[config.mk]
export PLATFORM = sky130hd
export DESIGN_NAME = param_serial_adder_flat
export DESIGN_NICKNAME = d
export VERILOG_FILES = /design/src/rtl/param_serial_adder_if.sv /design/src/rtl/param_serial_adder.sv /design/src/flat_wrapper.sv
export SDC_FILE = /design/constraint.sdc
export NUM_CORES = 1
export LEC_CHECK = 0
export CAP_MARGIN = 20
export CORE_MARGIN = 4
export CORE_UTILIZATION = 28
export DETAILED_ROUTE_END_ITERATION = 8
export SETUP_SLACK_MARGIN = 0.5
export SKIP_CTS_REPAIR_TIMING = 1
export SYNTH_ARGS = -nofsm -noshare
export SYNTH_HDL_FRONTEND = slang
export SYNTH_SLANG_ARGS = --single-unit
[constraint.sdc]
create_clock -name clk -period 1.6 [get_ports clk]
set_input_delay 0.32 -clock clk [delete_from_list [all_inputs] [get_ports clk]]
set_output_delay 0.32 -clock clk [all_outputs]
set_load 0.02 [all_outputs]
[src/rtl/param_serial_adder_if.sv]
// Operand/result bundle for the serial adder: request side (start, a, b)
// and completion side (busy, done, sum, carry).
//
// Handshake: the requester raises start with a/b valid; the adder samples
// start only while idle or done, captures a/b on that edge and raises busy
// on the following cycle. busy stays high for N cycles; done then pulses for
// exactly one cycle, and sum/carry are valid from that cycle until the next
// completion. start seen while busy is dropped, never queued.
interface param_serial_adder_if #(
  parameter int WIDTH = 8
);
  logic             start;
  logic [WIDTH-1:0] a;
  logic [WIDTH-1:0] b;
  logic             busy;
  logic             done;
  logic [WIDTH-1:0] sum;
  logic             carry;

  modport master (
    output start, a, b,
    input  busy, done, sum, carry
  );

  modport slave (
    input  start, a, b,
    output busy, done, sum, carry
  );
endinterface

[src/rtl/param_serial_adder.sv]
// Multi-cycle adder: adds a + b one DIGIT-bit slice per clock, LSB first.
// The result is assembled in a right-shifting partial-result register and
// published to sum/carry only on the completion edge, so the outputs never
// show partial results. WIDTH must be a positive multiple of DIGIT.
module param_serial_adder #(
  parameter int WIDTH = 8,
  parameter int DIGIT = 1
) (
  input  logic                   clk,
  input  logic                   rst_n,
  param_serial_adder_if.slave    bus,
  output logic [1:0]             state_o
);

  localparam int N  = WIDTH / DIGIT;
  localparam int CW = (N > 1) ? $clog2(N) : 1;
  localparam logic [CW-1:0] LAST = CW'(N - 1);

  typedef enum logic [1:0] {
    S_IDLE = 2'd0,
    S_RUN  = 2'd1,
    S_DONE = 2'd2
  } state_t;

  state_t           state_q;
  logic [WIDTH-1:0] a_sh_q;
  logic [WIDTH-1:0] b_sh_q;
  logic [WIDTH-1:0] acc_q;
  logic [CW-1:0]    cnt_q;
  logic             cy_q;
  logic [WIDTH-1:0] sum_q;
  logic             carry_q;
  logic             busy_q;
  logic             done_q;

  logic [DIGIT:0]   slice_d;
  logic [WIDTH-1:0] acc_d;

  // One slice of the addition and the partial result with that slice
  // shifted in at the MSB end.
  always_comb begin
    slice_d = {1'b0, a_sh_q[DIGIT-1:0]}
            + {1'b0, b_sh_q[DIGIT-1:0]}
            + (DIGIT+1)'(cy_q);
    acc_d   = (acc_q >> DIGIT)
            | (WIDTH'(slice_d[DIGIT-1:0]) << (WIDTH - DIGIT));
  end

  // Control FSM with datapath registers and registered outputs.
  always_ff @(posedge clk or negedge rst_n) begin
    if (!rst_n) begin
      state_q <= S_IDLE;
      a_sh_q  <= '0;
      b_sh_q  <= '0;
      acc_q   <= '0;
      cnt_q   <= '0;
      cy_q    <= 1'b0;
      sum_q   <= '0;
      carry_q <= 1'b0;
      busy_q  <= 1'b0;
      done_q  <= 1'b0;
    end else begin
      case (state_q)
        S_IDLE, S_DONE: begin
          // done is a one-cycle pulse; DONE accepts start like IDLE so
          // back-to-back operations need no idle gap.
          done_q <= 1'b0;
          if (bus.start) begin
            a_sh_q  <= bus.a;
            b_sh_q  <= bus.b;
            cy_q    <= 1'b0;
            cnt_q   <= '0;
            busy_q  <= 1'b1;
            state_q <= S_RUN;
          end else begin
            state_q <= S_IDLE;
          end
        end
        S_RUN: begin
          acc_q  <= acc_d;
          a_sh_q <= a_sh_q >> DIGIT;
          b_sh_q <= b_sh_q >> DIGIT;
          cy_q   <= slice_d[DIGIT];
          cnt_q  <= cnt_q + CW'(1);
          if (cnt_q == LAST) begin
            sum_q   <= acc_d;
            carry_q <= slice_d[DIGIT];
            busy_q  <= 1'b0;
            done_q  <= 1'b1;
            state_q <= S_DONE;
          end
        end
        default: state_q <= S_IDLE;
      endcase
    end
  end

  assign bus.busy  = busy_q;
  assign bus.done  = done_q;
  assign bus.sum   = sum_q;
  assign bus.carry = carry_q;
  assign state_o   = state_q;

endmodule

[src/flat_wrapper.sv]
// flat-port wrapper written by rule: the top's interface ports become plain ports
module param_serial_adder_flat 
#(
  parameter int WIDTH = 8,
  parameter int DIGIT = 1
)
  (clk, rst_n, state_o, bus_start, bus_a, bus_b, bus_busy, bus_done, bus_sum, bus_carry);
  param_serial_adder_if #(.WIDTH(WIDTH)) bus_i ();
  input  logic clk;
  input  logic rst_n;
  output logic [1:0] state_o;
  input wire logic [$bits(bus_i.start)-1:0] bus_start;
  input wire logic [$bits(bus_i.a)-1:0] bus_a;
  input wire logic [$bits(bus_i.b)-1:0] bus_b;
  output wire logic [$bits(bus_i.busy)-1:0] bus_busy;
  output wire logic [$bits(bus_i.done)-1:0] bus_done;
  output wire logic [$bits(bus_i.sum)-1:0] bus_sum;
  output wire logic [$bits(bus_i.carry)-1:0] bus_carry;
  assign bus_i.start = bus_start;
  assign bus_i.a = bus_a;
  assign bus_i.b = bus_b;
  assign bus_busy = bus_i.busy;
  assign bus_done = bus_i.done;
  assign bus_sum = bus_i.sum;
  assign bus_carry = bus_i.carry;
  param_serial_adder #(.WIDTH(WIDTH), .DIGIT(DIGIT)) u_core (.clk(clk), .rst_n(rst_n), .bus(bus_i), .state_o(state_o));
endmodule
* Yosys cells after proc, flatten, opt, wreduce, memory -nomap -nowiden
Index checks and enable logic that the tools add are counted.
Operators by class: shift-type cells 0, equal/unequal tests 5, muxes and demuxes 16, $lt $le $gt $ge 0, bitwise gates (word level) 1, $add $sub $neg 3, multiply operators 0, reduce and logical (&&, ||, !) cells 7, divide/modulo/power cells 0
Operators by type and width (number):
- case mux 8 bit (2 select lines) | 2
- 2-to-1 mux 8 bit | 2
- bitwise OR 7 x 8 -> 8 bit | 1
- case mux 1 bit (2 select lines) | 3
- case mux 3 bit (2 select lines) | 1
- AND reduction 2 bit | 3
- 2-to-1 mux 1 bit | 5
- case mux 2 bit (2 select lines) | 1
- adder 3 x 1 -> 3 bit (second input constant) | 1
- equality test 3 bit (second input constant) | 1
- 2-to-1 mux 3 bit | 1
- AND reduction 3 bit | 1
- adder 1 x 1 -> 2 bit | 1
- adder 2 x 1 -> 2 bit | 1
- equality test 2 x 1 -> 1 bit (second input constant) | 1
- equality test 2 bit (second input constant) | 1
- logical NOT 2 bit | 1
- 2-to-1 mux 2 bit | 1
- != test 2 x 1 -> 1 bit (second input constant) | 1
- != test 2 bit (second input constant) | 1
- nonzero test 2 bit | 1
- OR reduction 2 bit | 1
Word-level totals: bits of input ports 19, memory bits (writable) 0, latch bits 0, output and inout bits 13, logic and storage cells 42, memory bits (read-only) 0, memories kept 0, flip-flop bits (word level) 41

* Depth between registers and ports, before layout
Gate-level depths: netlist of run 1.
word-level depth 4, depth in mapped cells 5, mapped depth without buffers 4

* Worst setup path after synthesis of run 1
OpenSTA, ideal clock, no wires.
kind reg2reg, start register u_core.cy_q, end register u_core.cy_q, cell stages (with the launch flop) 4, library setup time 121 ps, path slack 175 ps, arrival time 1304 ps, data required time 1479 ps, cells stage by stage dfrtp_1 fa_1 mux2_1 a22o_1
On the way: word-level cells in the longest chain between the ends 2
Ends and longest elaborated chain:
- start, declared | line param_serial_adder.sv:30 | logic cy_q;
- start signal, assigned | line param_serial_adder.sv:83 | cy_q <= slice_d[DIGIT];
- adder 2 x 1 -> 2 bit | line param_serial_adder.sv:44 | + (DIGIT+1)'(cy_q);
- via u_core.slice_d[1] | line param_serial_adder.sv:36 | logic [DIGIT:0] slice_d;
- case mux 1 bit (2 select lines) | line param_serial_adder.sv:63 | case (state_q)
The timed path passes the listed nets, and every way through them passes these cells. A chain may end at the register's enable or synchronous reset.

* Worst setup path in the final report of run 1
Ends and elaborated chain as after synthesis.

==> results of run 1 <==
## layout make-up
type,count,area [sq um]
fill,540,3100
inverter,11,41.3
timing repair buffer,72,807
clock buffer,6,82.6
multi-input combinational,96,921
tap,75,93.8
clock inverter,2,10.0
sequential,40,1000
## where the power goes
group | total [W] | switching, W | leakage (nW) | internal, W
clock network | 0.000699 | 0.000354 | 0.0510 | 0.000344
logic | 0.00335 | 0.00136 | 0.860 | 0.00199
registers | 0.00189 | 0.000394 | 0.488 | 0.00149
total | 0.00593 | 0.00211 | 1.40 | 0.00383
## cells by family (layout without fill, tap and decap cells)
logic type | after synthesis | in the layout | share of synthesized area, %
and+or+nand+nor | 37 | 38 | 10.5
AOI/OAI and AO/OA | 37 | 37 | 12.8
DFF | 40 | 40 | 56.0
muxes | 18 | 18 | 12.8
buffers and inverters | 20 | 91 | 5.32
adders and majority gates | 3 | 3 | 2.52
## metrics by stage
stage | hold slack [ns] | setup TNS [ns] | total power, W
after detailed placement | 0.267 | -0.0774 | 0.00393
after floorplan | 0.0244 | 0 | 0.00330
after CTS | -0.0524 | -0.0387 | 0.00464
after global placement | 0.260 | -0.0261 | 0.00387
after global routing | 0.518 | 0 | 0.00634
final | 0.481 | 0 | 0.00593
## registers in the layout (all words and copies together) (netlist names), 2 cells and up
signal / cells
u_core.a_sh_q: 8
u_core.state_o: 2
u_core.bus.sum: 8
u_core.acc_q: 7
u_core.b_sh_q: 8
u_core.cnt_q: 3
## layout by cell type, fill, tap and decap left out, types with 3 or more instances in the layout
| master | instances |
|---|---|
| dfrtp_1 | 38 |
| buf_4 | 24 |
| clkdlybuf4s50_1 | 16 |
| buf_6 | 13 |
| nand2_1 | 12 |
| mux2_4 | 11 |
| inv_1 | 10 |
| a21oi_2 | 8 |
| nand2_2 | 7 |
| buf_12 | 7 |
| mux2i_1 | 6 |
| clkbuf_8 | 6 |
| a21oi_1 | 5 |
| o22ai_2 | 5 |
| buf_8 | 4 |
| o21ai_1 | 3 |
| a211oi_2 | 3 |
| a22o_1 | 3 |
| and2b_1 | 3 |
| clkbuf_16 | 3 |
## routing by layer
layer  up-vias  routed length [microns]
li1        675                        -
met1       688                     2000
met2        27                     2040
met3         4                      181
met4         0                       39
met5         -                        0
## final timing paths
| path | to | slack (ns) | depth (start not counted) |
|---|---|---|---|
| setup / recovery | u_core.cy_q | 0.21 | 3 |
| hold / removal | u_core.bus.done | 0.48 | 2 |
| setup reg to reg | u_core.cy_q | 0.21 | 3 |
| hold reg to reg | u_core.cnt_q[0] | 0.49 | 1 |
| max in group asynchronous | u_core.state_o[0] | 0.64 | 3 |
| min in group clk | u_core.cnt_q[0] | 0.49 | 1 |
==> results_dict.tcl, run 1 <==
set metrics [dict create \
    use_met2_pct 14.8 \
    crit_path_start_kind "flop" \
    cp_top_family "flip-flops" \
    globalRouteMet1Util_pct 13.4 \
    initial_core_util_pct 29.5 \
    synth_fp_nets 177 \
    critPathMaxStageDelay_ns 0.41 \
    fin_area_sq_um 2960 \
    cp.required_ns 1.79 \
    cts_tree "built" \
    synthCells 155 \
    firstDrtPassIters 4 \
    path_buf_inv 0 \
    die_w_microns 87.9 \
    clkLatencyLatePin_ns 0.29 \
    max-vdd-ir-drop_mv 0.819 \
    period_needed_ns 1.39 \
    rows 28 \
    clk_root_buffer_cell "clkbuf_8" \
    max_slew_margin_pct 74.3 \
    yosysSeqAreaShare_pct 56.0 \
    cts_buffer_depth 2 \
    h-tree-depth 2 \
    clk_pin_slew_ns 0.08 \
    drt-initial-drc-count 19 \
    yosys-top-cells-area "dfrtp_1, mux2_4, nand2_1" \
    yosysMostFrequentCell "dfrtp_1" \
    postRouteAntennaNets 0 \
    grt_overflow 0 \
    fin_nets 248 \
    final_util_pct 48.8 \
    critPathKind "flop to flop" \
    syn_avg_cell_area_sq_um 11.5 \
    fmax_mhz 721 \
    routed_wl_mm 4.26 \
    end_kind "flop" \
    drcViolationCount 0 \
    fp.dieArea_sq_um 7720 \
    place_area_sq_um 2280 \
    coreArea_sq_um 6060 \
    pre_cts_ws_ns -0.0326 \
    worstPathMaxFanout 2 \
    grt_use_total_pct 10.0 \
    dp_hpwl_mm 2.53 \
    period_share_pct 86.7 \
    slowest_stage "dfrtp_1" \
    fin_worst_skew_ns 0.00485 \
    synth-seq-cells 40 \
    synthFlopType "dfrtp_1" \
    p_leak_nw 1.40 \
    fp.dieH_microns 87.9 \
    drive_gt1_share_pct 51.5 \
    grt_pass1_wl_mm 5.86 \
    reg2reg_from "u_core.cy_q" \
    placed_cells 262 \
    critPathArrivalTime_ns 1.57 \
    max-cap-violations 0 \
    slew_violations 0 \
    async_flop_share_pct 100 \
    hp-class "primary input to asynchronous set/reset pin" \
    status "completed" \
    antenna_found_initial 0 \
    grt_pass1_vias 1237 \
    grt_max_degree 27 \
    synth.distinct_cells 28 \
    yosys.area.top_type "dfrtp_1" \
    routabilityCongestion 0.720 \
    layout.cells.non_filler 302 \
    met3_usage_pct 4.23 \
    cts_inserted_buffers 5 \
    top_usage_layer "met2" \
    synth_common_cells "dfrtp_1, nand2_1, a21oi_1" \
    netlist_area_sq_um 1790 \
    rsz0062_at_grt "yes" \
    diodes 0 \
    vias_per_cell 4.62 \
    ys_warn_count 0 \
    yosysTopAreaCellShare_pct 56.0 \
    fin_ws_ns 0.212 \
    setup_viol 0 \
    io_buffers 31 \
    num_io_pins 32 \
    clock-sinks 40 \
    setup.worst_path.start "u_core.cy_q" \
    syn2layout_area_growth_pct 65.6 \
    worst-slew-pin-transition_ns 0.385 \
    crit_chain "fa_2 -> mux2_4 -> a22o_1" \
    wire_per_inst_microns 14.1 \
    vias 1394 \
    synth_edf_count 0 \
    power_density_nw_per_um2 2010 \
    finalHoldViolations 0 \
]
Note: power is estimated with default switching activity, not from simulation.
==> run 2: changes to the inputs <==
- CORE_ASPECT_RATIO: unset -> 0.8
==> results_dict.tcl, run 2 (synthesis results as in run 1) <==
set metrics [dict create \
    layout.cells.non_filler 298 \
    clkLatencyLatePin_ns 0.30 \
    antenna_found_initial 0 \
    rsz0062_at_grt "yes" \
    cts_tree "built" \
    period_needed_ns 1.39 \
    critPathKind "flop to flop" \
    routabilityCongestion 0.756 \
    fmax_mhz 720 \
    cts_inserted_buffers 5 \
    clock-sinks 40 \
    cts_buffer_depth 2 \
    status "completed" \
    nFillCells 560 \
    p_leak_nw 1.33 \
    critPathArrivalTime_ns 1.58 \
    fin_nets 238 \
    wire_per_inst_microns 13.7 \
    grt_pass1_wl_mm 6.02 \
    report.power.total_w 0.00548 \
    num_io_pins 32 \
    power_density_nw_per_um2 1980 \
    period_share_pct 86.8 \
    syn2layout_area_growth_pct 54.8 \
    hp-class "primary input to asynchronous set/reset pin" \
    slew_violations 0 \
    routed_wl_mm 4.08 \
    firstDrtPassIters 4 \
    setup_viol 0 \
    worstPathMaxFanout 3 \
    initial_core_util_pct 29.6 \
    vias_per_cell 4.43 \
    drcViolationCount 0 \
    clk_pin_slew_ns 0.08 \
    max-vdd-ir-drop_mv 0.602 \
    finalHoldViolations 0 \
    grt_use_total_pct 10.1 \
    rows 25 \
    clk_root_buffer_cell "clkbuf_8" \
    grt_pass1_vias 1219 \
    fin_worst_skew_ns 0.00648 \
    die_w_microns 97.3 \
    regArea_sq_um 1000 \
    layout_common_cells "dfrtp_1, buf_6, buf_4, clkdlybuf4s50_1, nand2_1" \
    io_buffers 31 \
    drt-initial-drc-count 60 \
    vias 1320 \
    postRouteAntennaNets 0 \
    drive_gt1_share_pct 46.1 \
    worst-slew-pin-transition_ns 0.392 \
    grt_overflow 0 \
    placed_cells 268 \
    max_slew_margin_pct 73.9 \
    final_util_pct 45.8 \
    fp.dieH_microns 79.5 \
    end_kind "flop" \
    cp.required_ns 1.79 \
    dp_hpwl_mm 2.57 \
    multi_input_area_sq_um 877 \
    grt_max_degree 26 \
    diodes 0 \
    layout_commonest_cell "dfrtp_1" \
    max-cap-violations 0 \
    coreArea_sq_um 6040 \
    final.setup.tns_ns 0 \
    h-tree-depth 2 \
    fp.dieArea_sq_um 7730 \
    crit_path_start_kind "flop" \
]
## run 2: final timing paths
kind	to	slack (ns)	depth (start not counted)	start
worst max-delay path	u_core.cy_q	0.21	3	u_core.cy_q
worst min-delay path	u_core.bus.sum[3]	0.47	2	rst_n
worst max register to register	u_core.cy_q	0.21	3	u_core.cy_q
worst min register to register	u_core.acc_q[1]	0.48	2	u_core.acc_q[1]
max in group asynchronous	u_core.a_sh_q[3]	0.66	3	rst_n
min in group clk	u_core.acc_q[1]	0.48	2	u_core.acc_q[1]
## run 2: per-stage QoR
stage / setup WS [ns] / hold WS (ns) / instance area [sq um]
final: 0.211 / 0.470 / 2770
after global routing: 0.169 / 0.498 / 2770
after CTS: -0.0464 / -0.0682 / 2380
after detailed placement: -0.0249 / 0.262 / 2290
after global placement: -0.00890 / 0.260 / 2290
after floorplan: 0.252 / 0.0244 / 1860
## run 2: power by group
group          switching [W]  internal (W)  total (W)
clock               0.000358      0.000344   0.000702
sequential          0.000392       0.00149    0.00189
combinational        0.00122       0.00166    0.00289
## run 2: per-layer routing
metal | vias up | GRT usage [%] | share of wire [%]
li1 | 656 | - | -
met1 | 628 | 14.0 | 50
met2 | 34 | 14.0 | 43
met3 | 2 | 4.28 | 5.8
met4 | 0 | 3.73 | 0.61
met5 | - | 0 | 0
## run 2: layout make-up
type / instances / area share (%)
clock inverters: 2 / 0.362
well taps: 81 / 3.67
flip-flops and latches: 40 / 36.3
clock buffers: 6 / 2.99
inverters: 11 / 1.49
repair buffers: 62 / 23.5
multi-input cells: 96 / 31.7
## run 2: worst max-delay path: stages, from the launching register on
cell and delay [ns]:
dfrtp_1 0.41, fa_2 0.39, mux2_4 0.27, a22o_1 0.21
